--- src/rtl/instr_encoder_if.sv ---
// Instruction-encoder bus: field handshake in, instruction-memory write port and status out.
// The master drives fields (bench/boot path); the slave is the encoder.
interface instr_encoder_if #(
    parameter int ADDR_W = 8
);
    logic              in_valid;
    logic              in_ready;
    logic [2:0]        in_kind;
    logic [4:0]        rs;
    logic [4:0]        rt;
    logic [4:0]        rd;
    logic [4:0]        shamt;
    logic [5:0]        funct;
    logic [15:0]       imm;
    logic              finish;
    logic              mem_we;
    logic [ADDR_W-1:0] mem_addr;
    logic [31:0]       mem_wdata;
    logic [ADDR_W:0]   count;
    logic              full;
    logic              done;
    logic              err;

    modport master (
        output in_valid, in_kind, rs, rt, rd, shamt, funct, imm, finish,
        input  in_ready, mem_we, mem_addr, mem_wdata, count, full, done, err
    );

    modport slave (
        input  in_valid, in_kind, rs, rt, rd, shamt, funct, imm, finish,
        output in_ready, mem_we, mem_addr, mem_wdata, count, full, done, err
    );
endinterface

--- src/rtl/instr_encoder.sv ---
// Packs MIPS instruction fields into 32-bit words and writes them to consecutive imem addresses.
// Optional INSTR_ENC_PAD_EN: on finish, fill the remaining words with nops before DONE.
//
// state | meaning
// IDLE  | waiting for an instruction or finish
// WRITE | one-cycle imem write of the registered word
// PAD   | nop fill, one word per cycle (INSTR_ENC_PAD_EN only)
// DONE  | loading finished, held until reset
module instr_encoder #(
    parameter int ADDR_W = 8
) (
    input  logic           clk_i,
    input  logic           reset_i,
    instr_encoder_if.slave bus
);
`ifdef INSTR_ENC_PAD_EN
    typedef enum logic [1:0] {S_IDLE, S_WRITE, S_DONE, S_PAD} state_t;
`else
    typedef enum logic [1:0] {S_IDLE, S_WRITE, S_DONE} state_t;
`endif

    state_t            state_q, state_d;
    logic [ADDR_W:0]   count_q, count_d;
    logic [31:0]       wdata_q, wdata_d;
    logic              err_q, err_d;
    logic              pend_q, pend_d;
    logic              in_ready_q, in_ready_d;
    logic              mem_we_q, mem_we_d;
    logic [ADDR_W-1:0] mem_addr_q, mem_addr_d;
    logic              done_q, done_d;
    logic              hs;
    logic              legal;

    assign hs    = bus.in_valid && in_ready_q;
    assign legal = (bus.in_kind <= 3'd5);

    function automatic logic [31:0] encode(input logic [2:0] kind, input logic [4:0] rs,
                                           input logic [4:0] rt, input logic [4:0] rd,
                                           input logic [4:0] shamt, input logic [5:0] funct,
                                           input logic [15:0] imm);
        logic [5:0] op;
        case (kind)
            3'd1:    op = 6'b100011;
            3'd2:    op = 6'b101011;
            3'd3:    op = 6'b000100;
            3'd4:    op = 6'b000101;
            default: op = 6'b001000;
        endcase
        if (kind == 3'd0) return {6'b000000, rs, rt, rd, shamt, funct};
        return {op, rs, rt, imm};
    endfunction

    always_ff @(posedge clk_i) begin
        if (reset_i) begin
            state_q    <= S_IDLE;
            count_q    <= '0;
            wdata_q    <= '0;
            err_q      <= 1'b0;
            pend_q     <= 1'b0;
            in_ready_q <= 1'b0;
            mem_we_q   <= 1'b0;
            mem_addr_q <= '0;
            done_q     <= 1'b0;
        end else begin
            state_q    <= state_d;
            count_q    <= count_d;
            wdata_q    <= wdata_d;
            err_q      <= err_d;
            pend_q     <= pend_d;
            in_ready_q <= in_ready_d;
            mem_we_q   <= mem_we_d;
            mem_addr_q <= mem_addr_d;
            done_q     <= done_d;
        end
    end

    always_comb begin
        state_d = state_q;
        count_d = count_q;
        wdata_d = wdata_q;
        err_d   = err_q;
        pend_d  = pend_q;
        case (state_q)
            S_IDLE: begin
                if (hs && legal) begin
                    wdata_d = encode(bus.in_kind, bus.rs, bus.rt, bus.rd, bus.shamt, bus.funct, bus.imm);
                    pend_d  = bus.finish;
                    state_d = S_WRITE;
                end else begin
                    if (hs) err_d = 1'b1;
                    if (bus.finish) state_d = S_DONE;
                end
            end
            S_WRITE: begin
                count_d = count_q + 1'b1;
                pend_d  = 1'b0;
                state_d = (pend_q || bus.finish) ? S_DONE : S_IDLE;
            end
`ifdef INSTR_ENC_PAD_EN
            S_PAD: begin
                count_d = count_q + 1'b1;
                if (count_d[ADDR_W]) state_d = S_DONE;
            end
`endif
            default: ;
        endcase
`ifdef INSTR_ENC_PAD_EN
        // finish is redirected through PAD unless memory is already full
        if (state_d == S_DONE && state_q != S_DONE && state_q != S_PAD && !count_d[ADDR_W])
            state_d = S_PAD;
        if (state_d == S_PAD) wdata_d = '0;
`endif
    end

    always_comb begin
        in_ready_d = (state_d == S_IDLE) && !count_d[ADDR_W];
        mem_we_d   = (state_d == S_WRITE);
`ifdef INSTR_ENC_PAD_EN
        if (state_d == S_PAD) mem_we_d = 1'b1;
`endif
        mem_addr_d = count_d[ADDR_W-1:0];
        done_d     = (state_d == S_DONE);
    end

    assign bus.in_ready  = in_ready_q;
    assign bus.mem_we    = mem_we_q;
    assign bus.mem_addr  = mem_addr_q;
    assign bus.mem_wdata = wdata_q;
    assign bus.count     = count_q;
    assign bus.full      = count_q[ADDR_W];
    assign bus.done      = done_q;
    assign bus.err       = err_q;
endmodule

--- src/flat_wrapper.sv ---
// flat-port wrapper written by rule: the top's interface ports become plain ports
module instr_encoder_flat 
#(
    parameter int ADDR_W = 8
)
  (clk_i, reset_i, bus_in_valid, bus_in_kind, bus_rs, bus_rt, bus_rd, bus_shamt, bus_funct, bus_imm, bus_finish, bus_in_ready, bus_mem_we, bus_mem_addr, bus_mem_wdata, bus_count, bus_full, bus_done, bus_err);
  instr_encoder_if #(.ADDR_W(ADDR_W)) bus_i ();
  input  logic clk_i;
  input  logic reset_i;
  input wire logic [$bits(bus_i.in_valid)-1:0] bus_in_valid;
  input wire logic [$bits(bus_i.in_kind)-1:0] bus_in_kind;
  input wire logic [$bits(bus_i.rs)-1:0] bus_rs;
  input wire logic [$bits(bus_i.rt)-1:0] bus_rt;
  input wire logic [$bits(bus_i.rd)-1:0] bus_rd;
  input wire logic [$bits(bus_i.shamt)-1:0] bus_shamt;
  input wire logic [$bits(bus_i.funct)-1:0] bus_funct;
  input wire logic [$bits(bus_i.imm)-1:0] bus_imm;
  input wire logic [$bits(bus_i.finish)-1:0] bus_finish;
  output wire logic [$bits(bus_i.in_ready)-1:0] bus_in_ready;
  output wire logic [$bits(bus_i.mem_we)-1:0] bus_mem_we;
  output wire logic [$bits(bus_i.mem_addr)-1:0] bus_mem_addr;
  output wire logic [$bits(bus_i.mem_wdata)-1:0] bus_mem_wdata;
  output wire logic [$bits(bus_i.count)-1:0] bus_count;
  output wire logic [$bits(bus_i.full)-1:0] bus_full;
  output wire logic [$bits(bus_i.done)-1:0] bus_done;
  output wire logic [$bits(bus_i.err)-1:0] bus_err;
  assign bus_i.in_valid = bus_in_valid;
  assign bus_i.in_kind = bus_in_kind;
  assign bus_i.rs = bus_rs;
  assign bus_i.rt = bus_rt;
  assign bus_i.rd = bus_rd;
  assign bus_i.shamt = bus_shamt;
  assign bus_i.funct = bus_funct;
  assign bus_i.imm = bus_imm;
  assign bus_i.finish = bus_finish;
  assign bus_in_ready = bus_i.in_ready;
  assign bus_mem_we = bus_i.mem_we;
  assign bus_mem_addr = bus_i.mem_addr;
  assign bus_mem_wdata = bus_i.mem_wdata;
  assign bus_count = bus_i.count;
  assign bus_full = bus_i.full;
  assign bus_done = bus_i.done;
  assign bus_err = bus_i.err;
  instr_encoder #(.ADDR_W(ADDR_W)) u_core (.clk_i(clk_i), .reset_i(reset_i), .bus(bus_i));
endmodule
--- config.mk ---
export PLATFORM = sky130hd
export DESIGN_NAME = instr_encoder_flat
export DESIGN_NICKNAME = d
export VERILOG_FILES = /design/src/rtl/instr_encoder_if.sv /design/src/rtl/instr_encoder.sv /design/src/flat_wrapper.sv
export SDC_FILE = /design/constraint.sdc
export NUM_CORES = 1
export LEC_CHECK = 0
export CAP_MARGIN = 20
export CORE_MARGIN = 2
export CORE_UTILIZATION = 41
export CTS_CLUSTER_SIZE = 24
export DETAILED_ROUTE_END_ITERATION = 8
export GPL_TIMING_DRIVEN = 0
export PLACE_DENSITY = 0.79
export SLEW_MARGIN = 20
export SYNTH_ARGS = -nofsm -noshare
export SYNTH_HDL_FRONTEND = slang
export SYNTH_SLANG_ARGS = --single-unit
--- constraint.sdc ---
create_clock -name clk_i -period 1.6 [get_ports clk_i]
set_clock_uncertainty 0.15 [all_clocks]
set_input_delay 0.16 -clock clk_i [delete_from_list [all_inputs] [get_ports clk_i]]
set_output_delay 0.16 -clock clk_i [all_outputs]
set_load 0.01 [all_outputs]
== Word-level counts from Yosys, hierarchy flattened ==
Cells that the tools add are included.

* Reduce and logical (&&, ||, !) cells: 12
* Order comparisons: 1
* Add/subtract/negate cells: 1
* Bitwise gates (word level): 1
* Mux-type cells: 13
* Eq/ne operators: 8

{| class="wikitable"
|+ Operators with widths
! cell !! count
|-
| $mux 32 || 2
|-
| $pmux 6 s4 || 1
|-
| $add 9x1->9 const B || 1
|-
| $mux 9 || 1
|-
| $eq 3x2->1 const B || 2
|-
| $mux 2 || 3
|-
| $eq 2x1->1 const B || 2
|-
| $logic_not 2->1 || 2
|-
| $mux 1 || 4
|-
| $pmux 2 s2 || 1
|-
| $reduce_and 2->1 || 2
|-
| $eq 3x1->1 const B || 1
|-
| $eq 3x3->1 const B || 1
|-
| $le 3x3->1 const B || 1
|-
| $logic_and 1x1->1 || 3
|-
| $logic_not 3->1 || 1
|-
| $reduce_and 3->1 || 1
|-
| $eq 2x2->1 const B || 1
|-
| $ne 2x1->1 const B || 1
|-
| $pmux 1 s2 || 1
|-
| $reduce_bool 2->1 || 1
|-
| $logic_not 1->1 || 1
|-
| $logic_or 1x1->1 || 1
|-
| $not 1->1 || 1
|}

* Flip-flop bits (word level): 56
* Output and inout port bits: 54
* Word-level logic and storage cells: 45

== Logic depth before layout (Yosys ltp) ==
* Depth after elaboration: 6
* Mapped depth: 6
* Mapped depth without buffers: 4

== Least setup slack after synthesis ==
OpenSTA, ideal clock, no wires.

* Kind: register to register
* Start point: register, netlist name u_core.bus.mem_addr[3]
* End point: register u_core.count_q[7] (netlist: u_core.bus.count[7])
* Stages on the path, launching flop included: 4
* Required time: 1380 ps
* Period minus slack after synthesis: 1425 ps
* Arrival time: 1205 ps
* Buffers on the path: 0
* Setup time: 70 ps
* Slack: 175 ps
* Path through: dfxtp_1 nand4_1 or4_1 a21oi_1

{| class="wikitable"
|+ RTL lines
! element !! line !! RTL
|-
| to (signal assigned) || instr_encoder.sv:66 || <nowiki>count_q <= count_d;</nowiki>
|-
| to (decl) || instr_encoder.sv:23 || <nowiki>logic [ADDR_W:0] count_q, count_d;</nowiki>
|}

== Worst setup path in the final report ==
* Start point: register u_core.mem_addr_q[5] (netlist: u_core.bus.mem_addr[5])
* End point: output bus_mem_addr[5]

{| class="wikitable"
|+ RTL lines
! element !! line !! RTL
|-
| from (decl) || instr_encoder.sv:29 || <nowiki>logic [ADDR_W-1:0] mem_addr_q, mem_addr_d;</nowiki>
|-
| from (signal assigned) || instr_encoder.sv:72 || <nowiki>mem_addr_q <= mem_addr_d;</nowiki>
|-
| to (decl) || flat_wrapper.sv:21 || <nowiki>output wire logic [$bits(bus_i.mem_addr)-1:0] bus_mem_addr;</nowiki>
|}

No word-level cell between the ends.

==> impl_metrics.json <==
{
  "synth_seq_cells": 46,
  "syn_nets": 315,
  "start_util": 0.418,
  "grt_start_max_net_pins": 16,
  "setup_viol": 0,
  "die_h_um": 78.2,
  "num_antenna_cells": 0,
  "finalHoldViolations": 0,
  "synth_compound_area_frac": 0.338,
  "r2r_setup_slack_ns": 0.11,
  "outcome": "completed",
  "worst_slack_ns": 0.0450,
  "synthCells": 265,
  "synth_top_family_by_area": "compound AO/OA/AOI/OAI gates",
  "cp.arrival_ns": 1.25,
  "power_density_nw_per_um2": 705,
  "pre_cts_ws_ns": -0.331,
  "grt_pass1_wl_um": 10700,
  "reg2reg_to": "u_core.state_q[1]",
  "yosys_warnings": 0,
  "most-common-layout-cells": "91 x clkdlybuf4s50_1, 54 x a21oi_1, 34 x dfxtp_1, 23 x buf_4, 19 x o21a_1",
  "area_growth_pct": 57.2,
  "antenna_found_initial": 0,
  "syn-cell-area_um2": 2260,
  "async_reset_ff_frac": 0,
  "ioPinCount": 103,
  "antenna_left": 0,
  "dp.cells": 437,
  "rsz0062_at_grt": "false",
  "cp-end-kind": "output port",
  "maxCapViolCount": 0,
  "root_buffer": "clkbuf_8",
  "crit_path_start_kind": "register",
  "synth-edff-count": 0,
  "drive_gt1_frac": 0.169,
  "htreeDepth": 2,
  "grt-ovfl-total": 0,
  "path_max_fanout": 3,
  "tightestPinTransition_ns": 0.562,
  "first_pass_iters": 4,
  "synth.avg_cell_area_um2": 8.53,
  "yosysUniqueCellTypes": 41,
  "slew_headroom": 0.626,
  "slew_violations": 0,
  "dp_hpwl_um": 4710,
  "wl_um": 6560,
  "worstSetupPathType": "register to output port",
  "cp_data_required_time_ns": 1.29,
  "drc": 0,
  "muxShareOfSynthArea": 0.0133,
  "die_x_um": 78.2,
  "routedWlPerCell_um": 14.6,
  "r2r_cells": 4,
  "synth-adder-area-share": 0.00554,
  "dieArea_um2": 6120,
  "core_um2": 5410,
  "drtIter0Drc": 81,
  "fin_nets": 427,
  "final_common_cell": "clkdlybuf4s50_1",
  "p_leak_nw": 1.33,
  "placementRows": 27,
  "finalCriticalPeriod_ns": 1.56,
  "cts_sinks": 46,
  "min_to": "u_core.bus.done",
  "synth-xor-area-share": 0.0116,
  "grt_pass1_vias": 2274,
  "max_freq_mhz": 643,
  "seq_area_frac_synth": 0.408,
  "cts_tree": "yes",
  "nFillCells": 498,
  "avgViaCountPerCell": 5.35,
  "clk_pin_slew_ns": 0.09,
  "post-route-period-util": 0.972,
  "min_from": "reset_i",
  "fin_cells": 450,
  "hold_path_depth": 2,
  "gp_congestion": 0.804,
  "port_buffers": 100,
  "grt_use_total": 0.214,
  "clkLatencyLatePin_ns": 0.30,
  "vias": 2407,
  "cts_buffer_depth": 2,
  "hold_path_class": "input pin to register",
  "synth_ff_type": "dfxtp_1",
  "cts_buffers": 5,
  "synthSimpleGateAreaFrac": 0.116,
  "peakVddDrop_mv": 0.352,
  "reg2reg_from": "u_core.state_q[1]"
}
-- cell type report --
cell class	instances	area, um^2	area share
multi-input combinational	178	1120	0.315
timing repair buffer	105	1030	0.291
sequential	46	948	0.267
buffer	36	229	0.0645
tap	72	90.1	0.0254
clock buffer	5	68.8	0.0194
clock inverter	3	43.8	0.0123
inverter	5	18.8	0.00528
-- per-stage QoR --
stage               TNS (ns)  total power, mW  hold WS [ns]  utilization  area (um^2)
floorplan                  0             1.41         0.157            -         2260
global placement       -6.57             1.63         0.303        0.620         3350
detailed placement     -8.01             1.64         0.307        0.620         3350
CTS                        0             2.50         0.128        0.646         3490
global route               0             2.60         0.160        0.657         3550
finish                     0             2.51         0.145        0.657         3550
-- routing by layer --
| metal | share of wire | track usage | wire length [um] | vias up |
|---|---|---|---|---|
| met5 | 0 | 0 | 0 | - |
| met4 | 0.0061 | 0.0474 | 40 | 0 |
| met3 | 0.067 | 0.0540 | 440 | 4 |
| met2 | 0.48 | 0.372 | 3160 | 87 |
| met1 | 0.44 | 0.267 | 2920 | 1121 |
| li1 | - | - | - | 1195 |
-- critical path: stages, from the launching register on --
cell	delay [ns]
dfxtp_2	0.34
buf_4	0.10
clkdlybuf4s50_1	0.51
-- synth_stat cells, types with 2 or more instances --
library cell   n  area share
buf_4         17       0.056
nor3_1         2      0.0044
nor2_1         6       0.010
inv_1          5      0.0083
o22ai_1       16       0.044
o21a_1        19       0.063
mux2i_1        3       0.013
and4_1         2      0.0078
dfxtp_1       46        0.41
buf_6          2       0.010
nand2_1        3      0.0050
o21ai_1        2      0.0044
a211oi_1      17       0.056
xnor2_1        2      0.0078
o211ai_1       2      0.0066
nand3b_1       2      0.0066
nand3_1       12       0.027
a21oi_1       54        0.12
clkbuf_1       9       0.015
or3_1          4       0.011
o21ai_0       15       0.033
buf_2          6       0.013
-- logic make-up after synthesis --
logic type	after synthesis
AOI/OAI and AO/OA	128
buffers and inverters	41
xor gates and xnor gates	3
adders and majority gates	1
muxes	3
and+or+nand+nor	42
DFF	46
other	1
-- report_power, final --
group,total [mW],internal (mW),switching (mW)
Clock,0.892,0.469,0.423
Combinational,0.431,0.240,0.191
Sequential,1.18,1.16,0.0183
Total,2.51,1.87,0.633
-- state kept, by name (all words and copies together) (netlist names) --
| name | flops |
|---|---|
| u_core.bus.mem_wdata | 30 |
| u_core.bus.mem_addr | 7 |
| u_core.bus.count | 2 |
| u_core.state_q | 2 |
| u_core.bus.done | 1 |
| u_core.bus.err | 1 |
| u_core.bus.in_ready | 1 |
| u_core.bus.mem_we | 1 |
| u_core.pend_q | 1 |
-- how the worst max path moves through the flow --
stage / end / slack [ns] / from
2_1_floorplan: u_core.bus.count[7] / 0.17 / u_core.bus.mem_addr[3]
3_3_place_gp: u_core.bus.mem_wdata[1] / -0.28 / bus_in_kind[2]
3_5_place_dp: u_core.bus.mem_wdata[15] / -0.33 / bus_in_kind[1]
4_1_cts: u_core.bus.mem_wdata[13] / 0.006 / bus_in_kind[2]
5_1_grt: bus_mem_addr[5] / 0.000009 / u_core.bus.mem_addr[5]
6_report: bus_mem_addr[5] / 0.04 / u_core.bus.mem_addr[5]
-- repair_timing --
action,4_1_cts,5_1_grt
gates resized for setup,22,18
buffers inserted,2,3
setup endpoints to repair,16,28
gates cloned,0,0
pin swaps,0,1
hold buffers,0,0
No activity file was read; power rests on OpenSTA's default activity.
